## src/rtl/backlight_pwm_ramp_if.sv

```systemverilog
// Backlight PWM bundle: brightness controls in, PWM pin and status out.
// master drives bl_en/target/period; slave returns pwm_out/duty_cur/ramp_busy/period_strobe.
interface backlight_pwm_ramp_if #(
    parameter int WIDTH = 32
);
    logic             bl_en;
    logic [WIDTH-1:0] target;
    logic [WIDTH-1:0] period;
    logic             pwm_out;
    logic [WIDTH-1:0] duty_cur;
    logic             ramp_busy;
    logic             period_strobe;

    modport master (
        output bl_en, target, period,
        input  pwm_out, duty_cur, ramp_busy, period_strobe
    );

    modport slave (
        input  bl_en, target, period,
        output pwm_out, duty_cur, ramp_busy, period_strobe
    );
endinterface

```

## src/rtl/backlight_pwm_ramp.sv

```systemverilog
// Backlight PWM with period-aligned shadow loads, target clamp and soft ramp.
// Ports: lclk, lreset (sync, active high), bus (slave: bl_en/target/period in; pwm_out/duty_cur/ramp_busy/period_strobe out).
module backlight_pwm_ramp #(
    parameter int WIDTH     = 32,
    parameter int RAMP_STEP = 1427
) (
    input  logic lclk,
    input  logic lreset,
    backlight_pwm_ramp_if.slave bus
);
    localparam logic [WIDTH-1:0] STEP = WIDTH'(RAMP_STEP);

    typedef enum logic [1:0] {
        S_OFF,
        S_IDLE,
        S_UP,
        S_DOWN
    } mode_t;

    logic [WIDTH-1:0] cnt;
    logic [WIDTH-1:0] per_l;
    logic [WIDTH-1:0] tgt_l;
    logic [WIDTH-1:0] duty_q;
    logic             pwm_q;
    logic             strobe_q;

    logic             wrap;
    logic [WIDTH-1:0] tgt_clamp;
    logic [WIDTH-1:0] diff;
    logic [WIDTH-1:0] step;
    logic [WIDTH-1:0] duty_nxt;
    mode_t            mode;

    assign wrap = (cnt >= per_l);

    // Target above the period saturates to period+1, which keeps the pin
    // permanently high. Unsigned compare needs no extra bit; the add may
    // wrap only when period is all ones.
    always_comb begin
        tgt_clamp = bus.target;
        if (bus.target > bus.period) begin
            tgt_clamp = bus.period + WIDTH'(1);
        end
    end

    // Ramp mode is decoded from registers; OFF overrides everything.
    always_comb begin
        mode = S_IDLE;
        if (!bus.bl_en) begin
            mode = S_OFF;
        end else if (duty_q < tgt_l) begin
            mode = S_UP;
        end else if (duty_q > tgt_l) begin
            mode = S_DOWN;
        end
    end

    // Step is the smaller of the remaining distance and STEP;
    // STEP of zero means jump straight to the target.
    always_comb begin
        diff     = '0;
        step     = '0;
        duty_nxt = duty_q;
        if (duty_q < tgt_l) begin
            diff = tgt_l - duty_q;
        end else begin
            diff = duty_q - tgt_l;
        end
        if ((STEP == '0) || (diff <= STEP)) begin
            step = diff;
        end else begin
            step = STEP;
        end
        unique case (mode)
            S_OFF:   duty_nxt = '0;
            S_UP:    duty_nxt = duty_q + step;
            S_DOWN:  duty_nxt = duty_q - step;
            default: duty_nxt = duty_q;
        endcase
    end

    always_ff @(posedge lclk) begin
        if (lreset) begin
            cnt      <= '0;
            per_l    <= '0;
            tgt_l    <= '0;
            duty_q   <= '0;
            pwm_q    <= 1'b0;
            strobe_q <= 1'b0;
        end else begin
            strobe_q <= wrap;
            pwm_q    <= bus.bl_en & (cnt < duty_q);
            if (wrap) begin
                cnt   <= '0;
                per_l <= bus.period;
                tgt_l <= tgt_clamp;
            end else begin
                cnt <= cnt + WIDTH'(1);
            end
            // Disable acts at once; ramp moves only on period boundaries.
            if ((mode == S_OFF) || wrap) begin
                duty_q <= duty_nxt;
            end
        end
    end

    assign bus.pwm_out       = pwm_q;
    assign bus.duty_cur      = duty_q;
    assign bus.period_strobe = strobe_q;
    assign bus.ramp_busy     = (mode == S_UP) || (mode == S_DOWN);
endmodule

```

## src/flat_wrapper.sv

```systemverilog
// flat-port wrapper written by rule: the top's interface ports become plain ports
module backlight_pwm_ramp_flat 
#(
    parameter int WIDTH     = 32,
    parameter int RAMP_STEP = 1427
)
  (lclk, lreset, bus_bl_en, bus_target, bus_period, bus_pwm_out, bus_duty_cur, bus_ramp_busy, bus_period_strobe);
  backlight_pwm_ramp_if #(.WIDTH(WIDTH)) bus_i ();
  input  logic lclk;
  input  logic lreset;
  input wire logic [$bits(bus_i.bl_en)-1:0] bus_bl_en;
  input wire logic [$bits(bus_i.target)-1:0] bus_target;
  input wire logic [$bits(bus_i.period)-1:0] bus_period;
  output wire logic [$bits(bus_i.pwm_out)-1:0] bus_pwm_out;
  output wire logic [$bits(bus_i.duty_cur)-1:0] bus_duty_cur;
  output wire logic [$bits(bus_i.ramp_busy)-1:0] bus_ramp_busy;
  output wire logic [$bits(bus_i.period_strobe)-1:0] bus_period_strobe;
  assign bus_i.bl_en = bus_bl_en;
  assign bus_i.target = bus_target;
  assign bus_i.period = bus_period;
  assign bus_pwm_out = bus_i.pwm_out;
  assign bus_duty_cur = bus_i.duty_cur;
  assign bus_ramp_busy = bus_i.ramp_busy;
  assign bus_period_strobe = bus_i.period_strobe;
  backlight_pwm_ramp #(.WIDTH(WIDTH), .RAMP_STEP(RAMP_STEP)) u_core (.lclk(lclk), .lreset(lreset), .bus(bus_i));
endmodule
```

## config.mk

```make
export PLATFORM = sky130hd
export DESIGN_NAME = backlight_pwm_ramp_flat
export DESIGN_NICKNAME = d
export VERILOG_FILES = /design/src/rtl/backlight_pwm_ramp_if.sv /design/src/rtl/backlight_pwm_ramp.sv /design/src/flat_wrapper.sv
export SDC_FILE = /design/constraint.sdc
export NUM_CORES = 1
export LEC_CHECK = 0
export BUFFER_PORTS_ARGS = -buffer_cell sky130_fd_sc_hd__buf_2
export CORE_MARGIN = 5
export CORE_UTILIZATION = 25
export DETAILED_ROUTE_END_ITERATION = 8
export GPL_TIMING_DRIVEN = 0
export PLACE_DENSITY = 0.36
export SLEW_MARGIN = 20
export SYNTH_ARGS = -nofsm -noshare
export SYNTH_HDL_FRONTEND = slang
export SYNTH_SLANG_ARGS = --single-unit
```

## constraint.sdc

```tcl
create_clock -name lclk -period 24.4 [get_ports lclk]
set_clock_uncertainty 0.05 [all_clocks]
set_input_delay 1.22 -clock lclk [delete_from_list [all_inputs] [get_ports lclk]]
set_output_delay 1.22 -clock lclk [all_outputs]
set_load 0.01 [all_outputs]
```

==> qor.txt, run 1 <==
Num CTS Buffers = 17
chip width = 247.8 µm
Post-Syn Instances = 1,939
Power Density = 116.6 nW/µm²
Synth top area share = 0.1841
cell with the most instances after synthesis = nor2_1
WL final = 59.25 mm
clock root buffer master = clkbuf_16
fmax = 95.37 MHz
max-slew violation count = 0
ratio of cells with drive above 1 in the final layout = 0.1062
synthesized area = 14,140 µm²
critical path data required time = 24.66 ns
worst skew pair latency = 0.48 ns
post-DR vias/cell = 5.055
Yosys top cell by area = dfxtp_1
input/output buffers = 100
clock-pin slew on the worst setup and hold paths = 0.06 ns
CP max stage delay = 0.64 ns
Cell variety after synth = 83
placed instance count = 2,795
die area = 61,410 µm²
first-pass GRT wire length = 89.58 mm
final instance count without filler cells = 2,828
Critical Path AT = 10.75 ns
initial antenna violation count = 0
hpwl dp = 49.75 mm
drt first pass iters = 5
most used cell, CP = buf_2
clock sink count = 130
Placer Congestion = 0.8590
register area share after synthesis = 0.1841
GRT Total Usage = 0.1940
nets = 2,320
antenna-violating nets left = 0
Die Ht = 247.8 µm
GRT Residual Overflow = 0
max_slew headroom = 0.2232
status = complete, no violations
clock buffer depth = 2
CP startpoint kind = register
Crit-path slowest cell = o41ai_1
1st-iter DRT viols = 865
crit path time final = 10.49 ns
Post-CTS Setup Inserts = 0
Yosys reg bits = 130
Min-Delay Path Class = register to register
CP max FO = 10
Yosys Warn Count = 0
final hold violations = 0
Post-synth top cells = nor2_1 (238), a21oi_1 (203), ha_1 (192)
vias in the first global route = 14,000
post-CTS sizing = 0
final setup fails = 0
Top FF cell, synth = dfxtp_1
Synth area leaders = dfxtp_1 (18%), ha_1 (17%), a21oi_1 (7.2%)
Synth Net Count = 2,201
number of flops mapped to enable cells by yosys = 0
H-tree depth = 4
largest net degree at the start of global routing = 17
Final period util = 0.4298
area grow syn2layout = 14.85%
Post-synth ARST share = 0
MaxCap Viol Count = 0
VDD IR max = 0.06024 mV
# fillers = 6,291
Initial Utilization = 0.2517
kind of critical path = register to register
I/O pin total = 102
routed wire length per instance = 20.95 µm
FP Rows = 87
RSZ-0062 raised after global routing = false
Static Leakage = 7.114 nW
total negative slack = 0 ns
CP Capture Type = register
Vias = 14,300
Slew @ Worst Pin = 1.156 ns
Avg Cell Area, Syn = 7.292 µm²
CTS tree = built
drt drc = 0
CTS Hold Buffers Added = 0
core footprint = 56,170 µm²
power by group:
group | leakage (nW) | switching (mW) | internal, mW
logic | 5.76 | 0.870 | 0.481
registers | 1.05 | 0.0226 | 0.235
clock network | 0.303 | 0.110 | 0.176
state kept, by name, indices dropped and copies added (netlist names):
| name | cells |
|---|---|
| u_core.bus.duty_cur | 32 |
| u_core.cnt | 32 |
| u_core.per_l | 32 |
| u_core.tgt_l | 32 |
| u_core.bus.period_strobe | 1 |
| u_core.bus.pwm_out | 1 |
final cells by class:
cell class,instances,area (µm²),area share
Buffer,94,415.4,0.02558
Antenna cell,1,2.502,0.0001541
Tap cell,756,945.9,0.05825
Clock inverter,12,178.9,0.01102
Timing Repair Buffer,100,500.5,0.03082
Sequential cell,130,2603,0.1603
Multi-Input combinational cell,1565,10570,0.6511
Clock buffer,20,456.7,0.02812
Inverter,150,563.0,0.03467
per-stage QoR:
step | hold WS [ns] | power [mW] | setup WS [ns] | area (µm²) | util
global route | 0.4919 | 2.050 | 13.26 | 16240 | 0.2891
CTS | 0.4565 | 1.907 | 13.79 | 16240 | 0.2891
detailed placement | 0.4414 | 1.608 | 13.89 | 15600 | 0.2778
floorplan | 0.3977 | 1.188 | 16.59 | 14140 | -
global placement | 0.4363 | 1.607 | 13.64 | 15590 | 0.2775
finish | 0.4485 | 1.894 | 13.91 | 16240 | 0.2891
final timing paths:
| check | from | slack (ns) | end | cells past startpoint |
|---|---|---|---|---|
| max | u_core.bus.duty_cur[27] | 13.91 | u_core.bus.duty_cur[31] | 37 |
| min | u_core.cnt[0] | 0.45 | u_core.cnt[0] | 1 |
| max reg2reg | u_core.bus.duty_cur[27] | 13.91 | u_core.bus.duty_cur[31] | 37 |
| min reg2reg | u_core.cnt[0] | 0.45 | u_core.cnt[0] | 1 |
critical path: cells and delay by family (launching register included):
kind / cells / cell delay, ns
buffers and inverters: 8 / 1.64
AND/OR/NAND/NOR: 10 / 2.40
XOR/XNOR: 1 / 0.44
AO/OA/AOI/OAI: 15 / 4.37
adder cells (fa/ha/maj): 3 / 0.82
flip-flops: 1 / 0.58
routing by layer:
layer,global-route usage,wire (µm),up-vias
li1,-,-,7166
met1,0.2679,28760,6793
met2,0.3104,26850,275
met3,0.02466,1694,61
met4,0.06968,1948,0
met5,0,0,-
cell usage in the layout (no fill, tap or decap), drive strengths merged, types with 6 or more instances in the layout:
cell	netlist	routed
nor2	239	239
a21o	67	67
ha	192	192
nand4	50	50
a31oi	9	9
or4	7	7
a211oi	24	24
mux2	33	33
xnor2	66	66
a2111oi	7	7
and2	11	11
o211ai	15	15
o31ai	12	12
xor2	34	34
and3	30	30
o21a	30	30
mux2i	7	7
nand2	128	128
a211o	7	7
nor2b	20	20
buf	27	127
inv	150	151
dfxtp	130	130
nor4	7	7
nor3	44	44
a311oi	6	6
a21oi	205	205
nand3	67	67
nand2b	27	27
clkbuf	67	87
or3	25	25
a21boi	9	9
o21bai	7	7
o21ai	93	93
o22ai	7	7
logic make-up (layout without fill, tap and decap cells):
family | after synthesis | in the layout | share of synthesized area
mux | 40 | 40 | 0.03124
fa+ha+maj | 195 | 195 | 0.1741
other cells | 0 | 1 | 0
buf+inv | 244 | 376 | 0.06902
xor+xnor | 100 | 100 | 0.06194
simple gates | 675 | 675 | 0.2292
compound gates | 555 | 555 | 0.2504
flops | 130 | 130 | 0.1841
No activity file was read; power rests on OpenSTA's default activity.
==> inputs of run 2 (changes only) <==
ABC_AREA = 1   (was default)
clock period = 9.86 ns   (was 24.4 ns; I/O delays follow)
==> qor.txt, run 2 <==
status = complete, no violations
drt drc = 0
Critical path origin = u_core.bus.duty_cur[28]
MaxCap Viol Count = 0
placed cell area = 16,250 µm²
Yosys top cell by area = nand2_1
Yosys Warn Count = 0
Synth top area share = 0.1879
Vias = 15,720
Post-synth ARST share = 0
Synth area leaders = nand2_1 (19%), dfxtp_1 (18%), ha_1 (16%)
post-CTS sizing = 0
routed wire length per instance = 19.48 µm
register area share after synthesis = 0.1761
Initial Utilization = 0.2514
post-DR vias/cell = 4.685
1st-iter DRT viols = 922
CTS tree = built
Ant. Diodes = 0
CP max FO = 10
Critical Path AT = 8.36 ns
Crit-path slowest cell = dfxtp_1
fmax = 124.2 MHz
total negative slack = 0 ns
synthesized area = 14,780 µm²
final setup fails = 0
area grow syn2layout = 14.26%
antenna-violating nets left = 0
GRT Total Usage = 0.2010
clock buffer depth = 2
input/output buffers = 101
CP Capture Type = register
clock root buffer master = clkbuf_16
GRT Residual Overflow = 0
drt first pass iters = 5
Post-synth top cells = nand2_1 (740), inv_1 (430), ha_1 (192)
Cell variety after synth = 54
CTS Hold Buffers Added = 0
core footprint = 58,800 µm²
most common cell after layout, fill and taps aside = nand2_1
Register Area = 2603 µm²
FP Rows = 89
nets = 2,830
Min-Delay Path Class = primary input to register
Worst Hold Launch = bus_period[30]
Avg Cell Area, Syn = 6.037 µm²
Top FF cell, synth = dfxtp_1
largest net degree at the start of global routing = 17
Hold Path Depth = 3
commonest non-fill, non-tap cells in the layout = nand2_1 (740), inv_1 (430), ha_1 (192)
clock-pin slew on the worst setup and hold paths = 0.06 ns
number of flops mapped to enable cells by yosys = 0
die area = 64,080 µm²
RSZ-0062 raised after global routing = false
Finished Core Util = 0.2872
chip width = 253.1 µm
placed instance count = 3,322
Post-Syn Instances = 2,448
final instance count without filler cells = 3,354
Reg2Reg Depth = 42
kind of critical path = register to register
I/O pin total = 102
clock sink count = 130
multi-input gate area in the final layout = 10,260 µm²
most used cell, CP = nand2_1
Final Cell Area = 16,890 µm²
Num CTS Buffers = 17
WL final = 65.34 mm
Slew @ Worst Pin = 0.9121 ns
first-pass GRT wire length = 97.37 mm
Post-CTS Setup Inserts = 0
Die Ht = 253.1 µm
final hold violations = 0
worst r2r src = u_core.bus.duty_cur[28]
Final period util = 0.8163
CP startpoint kind = register
Placer Congestion = 0.9012
vias in the first global route = 15,120
cell with the most instances after synthesis = nand2_1
initial antenna violation count = 0
critical path data required time = 10.17 ns
# fillers = 6,784
Yosys reg bits = 130
Synth Net Count = 2,710
H-tree depth = 4
max-slew violation count = 0
worst skew pair latency = 0.44 ns
CP max stage delay = 0.74 ns
ratio of cells with drive above 1 in the final layout = 0.08175
crit path time final = 8.049 ns
hpwl dp = 56.83 mm
max_slew headroom = 0.3919
==> run 2: final timing paths <==
path / end / slack, ns
max: u_core.bus.duty_cur[26] / 1.81
min: u_core.per_l[30] / 0.35
max reg2reg: u_core.bus.duty_cur[26] / 1.81
min reg2reg: u_core.cnt[0] / 0.41
==> run 2: metrics by stage <==
stage / hold WS [ns] / worst slack, ns
2_1_floorplan: 0.3797 / 3.953
3_3_place_gp: 0.3913 / 1.896
3_5_place_dp: 0.3987 / 1.851
4_1_cts: 0.3223 / 1.830
5_1_grt: 0.3501 / 1.199
6_report: 0.3511 / 1.811
==> run 2: final cells by class <==
cell class / instances / area share
inverter: 442 / 0.09824
clock buffer: 20 / 0.02704
sequential: 130 / 0.1541
buffer: 50 / 0.01541
clock inverter: 12 / 0.01059
timing repair buffer: 101 / 0.02993
multi-input combinational: 1826 / 0.6074
tap: 773 / 0.05727
==> run 2: kinds of logic (layout without fill, tap and decap cells) <==
kind of cell               count (synthesis)  after routing  synth area share
adders and majority gates                195            195            0.1666
xor gates and xnor gates                  74             74           0.04385
and+or+nand+nor                         1160           1160            0.3310
buffers and inverters                    492            625            0.1299
AOI/OAI and AO/OA                        397            397            0.1526
DFF                                      130            130            0.1761
==> run 2: critical path: cells and delay by family (launching register included) <==
kind                       cells  cell delay [ns]
AOI/OAI and AO/OA              9             2.15
buffers and inverters          6             0.73
and+or+nand+nor               23             3.06
adders and majority gates      3             1.05
DFF                            1             0.74
xor gates and xnor gates       1             0.14
==> run 2: layer usage <==
layer  vias up  GRT usage  part of all wire
li1       8134          -                 -
met1      7302     0.2894              0.51
met2       246     0.3369              0.46
met3        33    0.01407             0.020
met4         0    0.03116            0.0091
met5         -          0                 0
Power of run 2 is not shown: default switching activity piles up to over one toggle a cycle in this logic, so the estimate is an artifact.
